### src/rtl/reset_sequencer.sv
// reset_sequencer: ordered reset release for STAGES domains sharing one clock.
// Every domain reset is held, then released lowest index first. The next domain
// is released only after the current domain's ready bit is seen, followed by a
// guard gap of DELAY cycles.
// Optional feature macro: RESET_SEQ_TIMEOUT_EN. When defined, a domain that
// stays not-ready for TIMEOUT cycles drives the sequencer into a sticky FAULT.
// When undefined, the sequencer waits forever and error stays 0.
// stage_ready is a level qualifier, not a handshake. Bit i is looked at only
// once rst_out[i] has been released. A released domain that later drops ready
// forces a full resequence.
module reset_sequencer #(
  parameter int STAGES  = 4,
  parameter int DELAY   = 16,
  parameter int TIMEOUT = 1024
) (
  input  logic              clk,
  input  logic              rst,
  input  logic              req_rst,
  input  logic [STAGES-1:0] stage_ready,
  output logic [STAGES-1:0] rst_out,
  output logic              busy,
  output logic              done,
  output logic              error,
  output logic [2:0]        state_dbg
);

  localparam int MAXC = (DELAY > TIMEOUT) ? DELAY : TIMEOUT;
  localparam int CW   = $clog2(MAXC + 1);
  localparam int IW   = (STAGES > 1) ? $clog2(STAGES) : 1;
  localparam logic [CW-1:0] DELAY_LAST = CW'(DELAY - 1);
  localparam logic [IW-1:0] IDX_LAST   = IW'(STAGES - 1);
`ifdef RESET_SEQ_TIMEOUT_EN
  localparam logic [CW-1:0] TIMEOUT_LAST = CW'(TIMEOUT - 1);
`endif

  typedef enum logic [2:0] {
    ST_ASSERT   = 3'd0,
    ST_WAIT_RDY = 3'd1,
    ST_GAP      = 3'd2,
    ST_DONE     = 3'd3,
    ST_FAULT    = 3'd4
  } state_e;

  state_e            state_q, state_d;
  logic [CW-1:0]     cnt_q, cnt_d;
  logic [IW-1:0]     idx_q, idx_d;
  logic [STAGES-1:0] rst_out_q, rst_out_d;
  logic              busy_q, busy_d;
  logic              done_q, done_d;
  logic              error_q, error_d;

  logic [STAGES-1:0] cur_sel;
  logic [STAGES-1:0] below_mask;
  logic [STAGES-1:0] upto_mask;
  logic              cur_ready;
  logic              lost_wait;
  logic              lost_gap;
  logic              lost_any;

  // Decode which domains are released relative to the current index.
  always_comb begin
    cur_sel    = '0;
    below_mask = '0;
    for (int i = 0; i < STAGES; i++) begin
      cur_sel[i]    = (IW'(i) == idx_q);
      below_mask[i] = (IW'(i) < idx_q);
    end
  end

  // While waiting, stage idx is not yet expected ready; in the gap it already was.
  assign upto_mask = below_mask | cur_sel;
  assign cur_ready = |(stage_ready & cur_sel);
  assign lost_wait = |(~stage_ready & below_mask);
  assign lost_gap  = |(~stage_ready & upto_mask);
  assign lost_any  = ~&stage_ready;

  // State and output registers; rst clears everything including error.
  always_ff @(posedge clk) begin
    if (rst) begin
      state_q   <= ST_ASSERT;
      cnt_q     <= '0;
      idx_q     <= '0;
      rst_out_q <= '1;
      busy_q    <= 1'b1;
      done_q    <= 1'b0;
      error_q   <= 1'b0;
    end else begin
      state_q   <= state_d;
      cnt_q     <= cnt_d;
      idx_q     <= idx_d;
      rst_out_q <= rst_out_d;
      busy_q    <= busy_d;
      done_q    <= done_d;
      error_q   <= error_d;
    end
  end

  // Next-state, counter and index decisions.
  always_comb begin
    state_d = state_q;
    cnt_d   = cnt_q;
    idx_d   = idx_q;
    if (req_rst) begin
      state_d = ST_ASSERT;
      cnt_d   = '0;
      idx_d   = '0;
    end else begin
      case (state_q)
        ST_ASSERT: begin
          if (cnt_q == DELAY_LAST) begin
            cnt_d   = '0;
            state_d = ST_WAIT_RDY;
          end else begin
            cnt_d = cnt_q + CW'(1);
          end
        end
        ST_WAIT_RDY: begin
          if (lost_wait) begin
            state_d = ST_ASSERT;
            cnt_d   = '0;
            idx_d   = '0;
          end else if (cur_ready) begin
            if (idx_q == IDX_LAST) begin
              state_d = ST_DONE;
            end else begin
              cnt_d   = '0;
              state_d = ST_GAP;
            end
          end
`ifdef RESET_SEQ_TIMEOUT_EN
          else if (cnt_q == TIMEOUT_LAST) begin
            state_d = ST_FAULT;
          end else begin
            cnt_d = cnt_q + CW'(1);
          end
`endif
        end
        ST_GAP: begin
          if (lost_gap) begin
            state_d = ST_ASSERT;
            cnt_d   = '0;
            idx_d   = '0;
          end else if (cnt_q == DELAY_LAST) begin
            cnt_d   = '0;
            idx_d   = idx_q + IW'(1);
            state_d = ST_WAIT_RDY;
          end else begin
            cnt_d = cnt_q + CW'(1);
          end
        end
        ST_DONE: begin
          if (lost_any) begin
            state_d = ST_ASSERT;
            cnt_d   = '0;
            idx_d   = '0;
          end
        end
        ST_FAULT: begin
          state_d = ST_FAULT;
        end
        default: begin
          state_d = ST_ASSERT;
          cnt_d   = '0;
          idx_d   = '0;
        end
      endcase
    end
  end

  // Registered outputs are a function of the state being entered.
  always_comb begin
    rst_out_d = '1;
    busy_d    = 1'b1;
    done_d    = 1'b0;
`ifdef RESET_SEQ_TIMEOUT_EN
    error_d   = error_q;
`else
    error_d   = 1'b0;
`endif
    case (state_d)
      ST_WAIT_RDY, ST_GAP: begin
        for (int i = 0; i < STAGES; i++) begin
          rst_out_d[i] = (IW'(i) > idx_d);
        end
      end
      ST_DONE: begin
        rst_out_d = '0;
        busy_d    = 1'b0;
        done_d    = 1'b1;
      end
      ST_FAULT: begin
        busy_d = 1'b0;
`ifdef RESET_SEQ_TIMEOUT_EN
        error_d = 1'b1;
`endif
      end
      default: begin
        rst_out_d = '1;
      end
    endcase
  end

  assign rst_out   = rst_out_q;
  assign busy      = busy_q;
  assign done      = done_q;
  assign error     = error_q;
  assign state_dbg = state_q;

endmodule
### config.mk
export PLATFORM = sky130hd
export DESIGN_NAME = reset_sequencer
export DESIGN_NICKNAME = d
export VERILOG_FILES = /design/src/rtl/reset_sequencer.sv
export SDC_FILE = /design/constraint.sdc
export NUM_CORES = 1
export LEC_CHECK = 0
export BUFFER_PORTS_ARGS = -buffer_cell sky130_fd_sc_hd__buf_2
export CORE_UTILIZATION = 55
export DETAILED_ROUTE_END_ITERATION = 12
export PLACE_DENSITY = 0.77
export SYNTH_ARGS = -nofsm -noshare
export SYNTH_HDL_FRONTEND = slang
export SYNTH_SLANG_ARGS = --single-unit
export TNS_END_PERCENT = 20
### constraint.sdc
create_clock -name clk -period 2.4 [get_ports clk]
set_input_delay 0.48 -clock clk [delete_from_list [all_inputs] [get_ports clk]]
set_output_delay 0.48 -clock clk [all_outputs]
set_load 0.05 [all_outputs]
# After elaboration in Yosys (flattened, before gate mapping)
# Index checks and enable logic that the tools add are counted.
[word_totals]
reg_bits = 22
[op_classes]
addsub = 2
magnitude_cmp = 8
n_eq_ne = 16
mux = 24
bitwise = 6
n_reduce_logical = 11
[op_table]
columns = ["op", "count"]
rows = [
  ["2-to-1 mux 11 bit", 6],
  ["one-hot mux 11 bit (5 select lines)", 1],
  ["2-to-1 mux 3 bit", 6],
  ["one-hot mux 3 bit (5 select lines)", 1],
  ["AND 4 bit", 3],
  ["equality test 3 x 2 -> 1 bit (second input constant)", 4],
  ["OR reduction 4 bit", 3],
  ["adder 11 x 1 -> 11 bit (second input constant)", 1],
  ["equality test 11 x 4 -> 1 bit (second input constant)", 1],
  ["2-to-1 mux 2 bit", 5],
  ["one-hot mux 2 bit (4 select lines)", 1],
  ["one-hot mux 4 bit (2 select lines)", 1],
  ["AND reduction 4 bit", 2],
  ["OR reduction 2 bit", 4],
  ["equality test 3 x 1 -> 1 bit (second input constant)", 2],
  ["equality test 3 bit (second input constant)", 2],
  ["inequality test 3 bit (second input constant)", 2],
  ["equality test 2 bit (first input constant)", 2],
  ["greater-than comparator 1 x 2 -> 1 bit (first input constant)", 2],
  ["greater-than comparator 2 bit (first input constant)", 2],
  ["< comparator 1 x 2 -> 1 bit (first input constant)", 2],
  ["< comparator 2 bit (first input constant)", 2],
  ["NOT 4 bit", 1],
  ["bitwise OR 4 bit", 1],
  ["8 further kinds", 10],
]

# Longest topological paths before layout
[depth]
word_depth = 10
ltp_mapped = 10
mapped_depth_nobuf = 9

# Worst setup path after synthesis
# No wires, ideal clock.
[synth_path]
kind = "flip-flop to flip-flop"
start = "register state_q[0] (netlist: state_dbg[0])"
end = "register busy_q (netlist: busy)"
setup_ns = 0.115
arrival_ns = 2.265
required_time_ns = 2.285
slack_ns = 0.020
path_stages_with_launch = 9
path_buffers = 1
synth_period_minus_slack_ns = 2.380
cell_sequence = "dfxtp_1 buf_6 or3b_1 or4_4 o21a_1 o21ai_2 and3_4 and2_4 nor2_1"
[synth_between]
elab_chain_len = 7
word_cells_on_any_way = 16
[synth_lines]
columns = ["item", "line_no", "rtl"]
rows = [
  ["from (decl)", "44", "state_e state_q, state_d;"],
  ["from (signal assigned)", "88", "state_q <= state_d;"],
  ["2-to-1 mux 3 bit (on tied branches)", "110, 143, 122", ""],
  ["2-to-1 mux 3 bit (on tied branches)", "139, 118", ""],
  ["one-hot mux 3 bit (5 select lines) (*)", "108", "case (state_q)"],
  ["2-to-1 mux 3 bit (*)", "103", "if (req_rst) begin"],
  ["equality test 3 x 2 -> 1 bit / equality test 3 bit (equally long branches)", "180", "case (state_d)"],
  ["OR reduction 2 bit (no line) (*)", "--", ""],
  ["2-to-1 mux 1 bit (*)", "180", ""],
  ["to (signal assigned)", "92", "busy_q <= busy_d;"],
  ["to (decl)", "48", "logic busy_q, busy_d;"],
]
# Mark *: on every way between the ends. The rest lies on a longest branch, timed or not.
# A chain may end at the register's enable or synchronous reset.

# Final worst setup path
[layout_path]
start = "register idx_q[0]"
end = "register cnt_q[9]"
[layout_between]
elab_chain_len = 6
word_cells_on_any_way = 22
[layout_lines]
columns = ["item", "line_no", "rtl"]
rows = [
  ["from (decl)", "46", "logic [IW-1:0] idx_q, idx_d;"],
  ["from (signal assigned)", "90", "idx_q <= idx_d;"],
  ["< comparator 1 x 2 -> 1 bit (tied with other cells)", "66", "below_mask[i] = (IW'(i) < idx_q);"],
  ["bitwise OR 4 bit", "71", "assign upto_mask = below_mask | cur_sel;"],
  ["AND 4 bit", "74", "assign lost_gap = |(~stage_ready & upto_mask);"],
  ["OR reduction 4 bit", "74", ""],
  ["2-to-1 mux 11 bit", "139", "if (lost_gap) begin"],
  ["one-hot mux 11 bit (5 select lines)", "108", ""],
  ["to (signal assigned)", "89", "cnt_q <= cnt_d;"],
  ["to (decl)", "45", "logic [CW-1:0] cnt_q, cnt_d;"],
]
# Parallel ways exist; a longest one is shown, timed or not.

==> flow_summary.yaml <==
clocking:
  clk_latency_ns: 0.31
  cts.sinks: 22
  cts_made_buffers: 3
  ctsLongestPathBuffers: 2
  clk_pin_slew_ns: 0.12
  h-tree-depth: 1
  cts_root_buf: "clkbuf_4"
  post_cts_buffers: 0
  cts_tree: "built"
  holdBufCountCts: 0
timing:
  hold_viol_final: 0
  rsz0062_at_grt: "true"
  max_freq_mhz: 442.7
  setup_viol: 0
  final-max-slew-violation-count: 0
  layout_setup_ws_ns: 0.1411
  period_share_pct: 94.12
  finClkSkew_ns: 0.002789
  min_period_ns: 2.259
placed_design:
  port-buffer-count: 15
  hpwlAfterDp_um: 2001
  place.gp.congestion: 0.9094
  placed_cell_area_um2: 1351
  dpl.cell_count: 194
  dp_slack_ns: 0.1081
floorplan:
  die_area_um2: 2434
  initial_utilization_pct: 60.36
  io_pins: 17
  core-area_um2: 2042
  die_x_um: 49.34
  fp-row-count: 16
  dieHeight_um: 49.34
synth:
  synth-seq-cells: 22
  synth-async-reset-ratio_pct: 0
  synthesis.area_um2: 1232
  yosysTopAreaCellShare_pct: 35.74
  synthDistinctLibCells: 43
  synth-main-ff-cell: "dfxtp_1"
  synth_edf_count: 0
  syn_nets: 164
  synthCells: 151
  synth.avg_cell_area_um2: 8.162
  yosysTopAreaCell: "dfxtp_1"
  yosys_warnings: 0
  synth_common_cells: "nor2_1, dfxtp_1, a21oi_1, nand2_1, and3_1"
  yosysSeqAreaShare_pct: 35.74
  synthTopCellsByArea: "dfxtp_1, nor2_1, a21oi_1"
  yosysMostFrequentCell: "nor2_1"
global_route:
  grt-ovfl-total: 0
  grt_max_degree: 14
  grt_use_met3_pct: 4.984
  grt.busiest_layer: "met2"
  gr-usage-met2_pct: 39.04
  track_usage_pct: 24.33
  grt_pass1_wl_um: 4657
  grtUsageMet1_pct: 31.92
  grt_pass1_vias: 1081
  antenna_found_initial: 0
run_status:
  status: "complete, no violations"
critical_path:
  r2r-start: "idx_q[0]"
  ff2ff_setup_slack_ns: 0.14
  cp_slowest_cell: "a2111o_1"
  worstSetupEndpointType: "register"
  crit_arrival_ns: 2.51
  cp_max_fo: 13
  crit_start: "idx_q[0]"
  startpoint_type: "register"
  worstRegToRegCells: 10
  cp_cell_sequence: "inv_1, ha_1, o21ba_2, nor3_4, nand2_2, a2111o_1, buf_4, a31oi_1, o21ai_0, a21oi_1"
  reg2reg_to: "cnt_q[9]"
  cp.required_ns: 2.65
  crit_type: "reg2reg"
  crit_end: "cnt_q[9]"
  max_stage_delay_ns: 0.46
drt:
  post_drt_via_cell_ratio: 5.783
  drc: 0
  drt_iter0_markers: 41
  vias: 1145
  wl_per_cell_um: 13.44
  first_pass_iters: 5
  ant_nets: 0
  drt-total-wl_um: 2662
cells_and_area:
  fin_cells: 198
  drive_gt1_share_pct: 23.98
  final_cell_area_um2: 1399
  antenna_cells: 0
  nets: 185
  area_delta_synth_final_pct: 13.50
  fin_util_pct: 68.50
pwr:
  ir_drop_uv: 360.5
  p_leak_nw: 0.5937
  p_per_area_nw_per_um2: 430.0
worst_hold_path:
  hold_path.class: "in2reg"
job:
  max_cap_violations: 0
==> metal layers <==
metal	wire (um)	share of wire (%)
met1	1348	51
met2	1163	44
met3	125	4.7
met4	24	0.90
met5	0	0
==> critical path: cells and delay by family (launching register included) <==
kind,cells,cell delay [ns]
AOI/OAI and AO/OA,5,1.02
DFF,1,0.39
and+or+nand+nor,2,0.27
buffers and inverters,2,0.29
adders and majority gates,1,0.22
==> logic make-up after synthesis <==
| kind of cell | Yosys count | synth area share (%) |
|---|---|---|
| fa+ha+maj | 6 | 6.091 |
| buf+inv | 6 | 2.842 |
| compound gates | 40 | 19.80 |
| flops | 22 | 35.74 |
| other cells | 1 | 0.3043 |
| simple gates | 76 | 35.23 |
==> where the power goes <==
group / internal, mW / switching [mW] / leakage (nW)
clock network: 0.0927 / 0.113 / 0.0210
registers: 0.367 / 0.00133 / 0.178
logic: 0.00968 / 0.0183 / 0.395
==> state kept, by name, indices dropped and copies added, names as in the netlist <==
name,flops
cnt_q,11
rst_out,4
state_dbg,3
idx_q,2
busy,1
done,1
==> metrics by stage <==
stage	hold WS (ns)	power, mW	TNS (ns)
after detailed placement	0.4930	0.4039	0
final	0.4076	0.6015	0
after global routing	0.4099	0.6181	-0.02603
after floorplan	0.4539	0.3919	0
after global placement	0.4700	0.4029	0
after CTS	0.3971	0.6022	0
==> placed cells by master (no fill, tap or decap), types with 2 or more instances in the layout <==
cell	count
nor2_1	26
dfxtp_1	21
a21oi_1	18
buf_2	15
nand2_1	9
and3_1	8
o21ai_1	7
ha_1	6
buf_4	5
o21ai_0	4
nor2b_1	3
nor3b_1	3
clkbuf_4	3
inv_1	2
or2_2	2
nor3_4	2
nor3_1	2
o211ai_1	2
and2_4	2
nand2_2	2
nor3b_2	2
nand2b_1	2
or3_1	2
nand3_1	2
==> what timing repair did <==
action                                  4_1_cts  5_1_grt
endpoints found under the hold margin         0        0
endpoints found under the setup margin        0        8
gates resized for setup                       0        3
==> cell type report <==
cell class              count  area [um^2]
clock buffers               4        36.28
inverters                   2        7.507
repair buffers             20        112.6
fillers                   187        643.1
multi-input cells         123        767.0
flip-flops and latches     22        441.7
well taps                  27        33.78
==> worst min-delay path by stage <==
stage | from | end | depth (start not counted)
floorplan | cnt_q[10] | cnt_q[10] | 2
global placement | cnt_q[10] | cnt_q[10] | 2
detailed placement | cnt_q[10] | cnt_q[10] | 2
CTS | rst | state_dbg[1] | 2
global route | rst | state_dbg[1] | 2
finish | rst | state_dbg[1] | 2
Power figures use the tool's default switching activity.
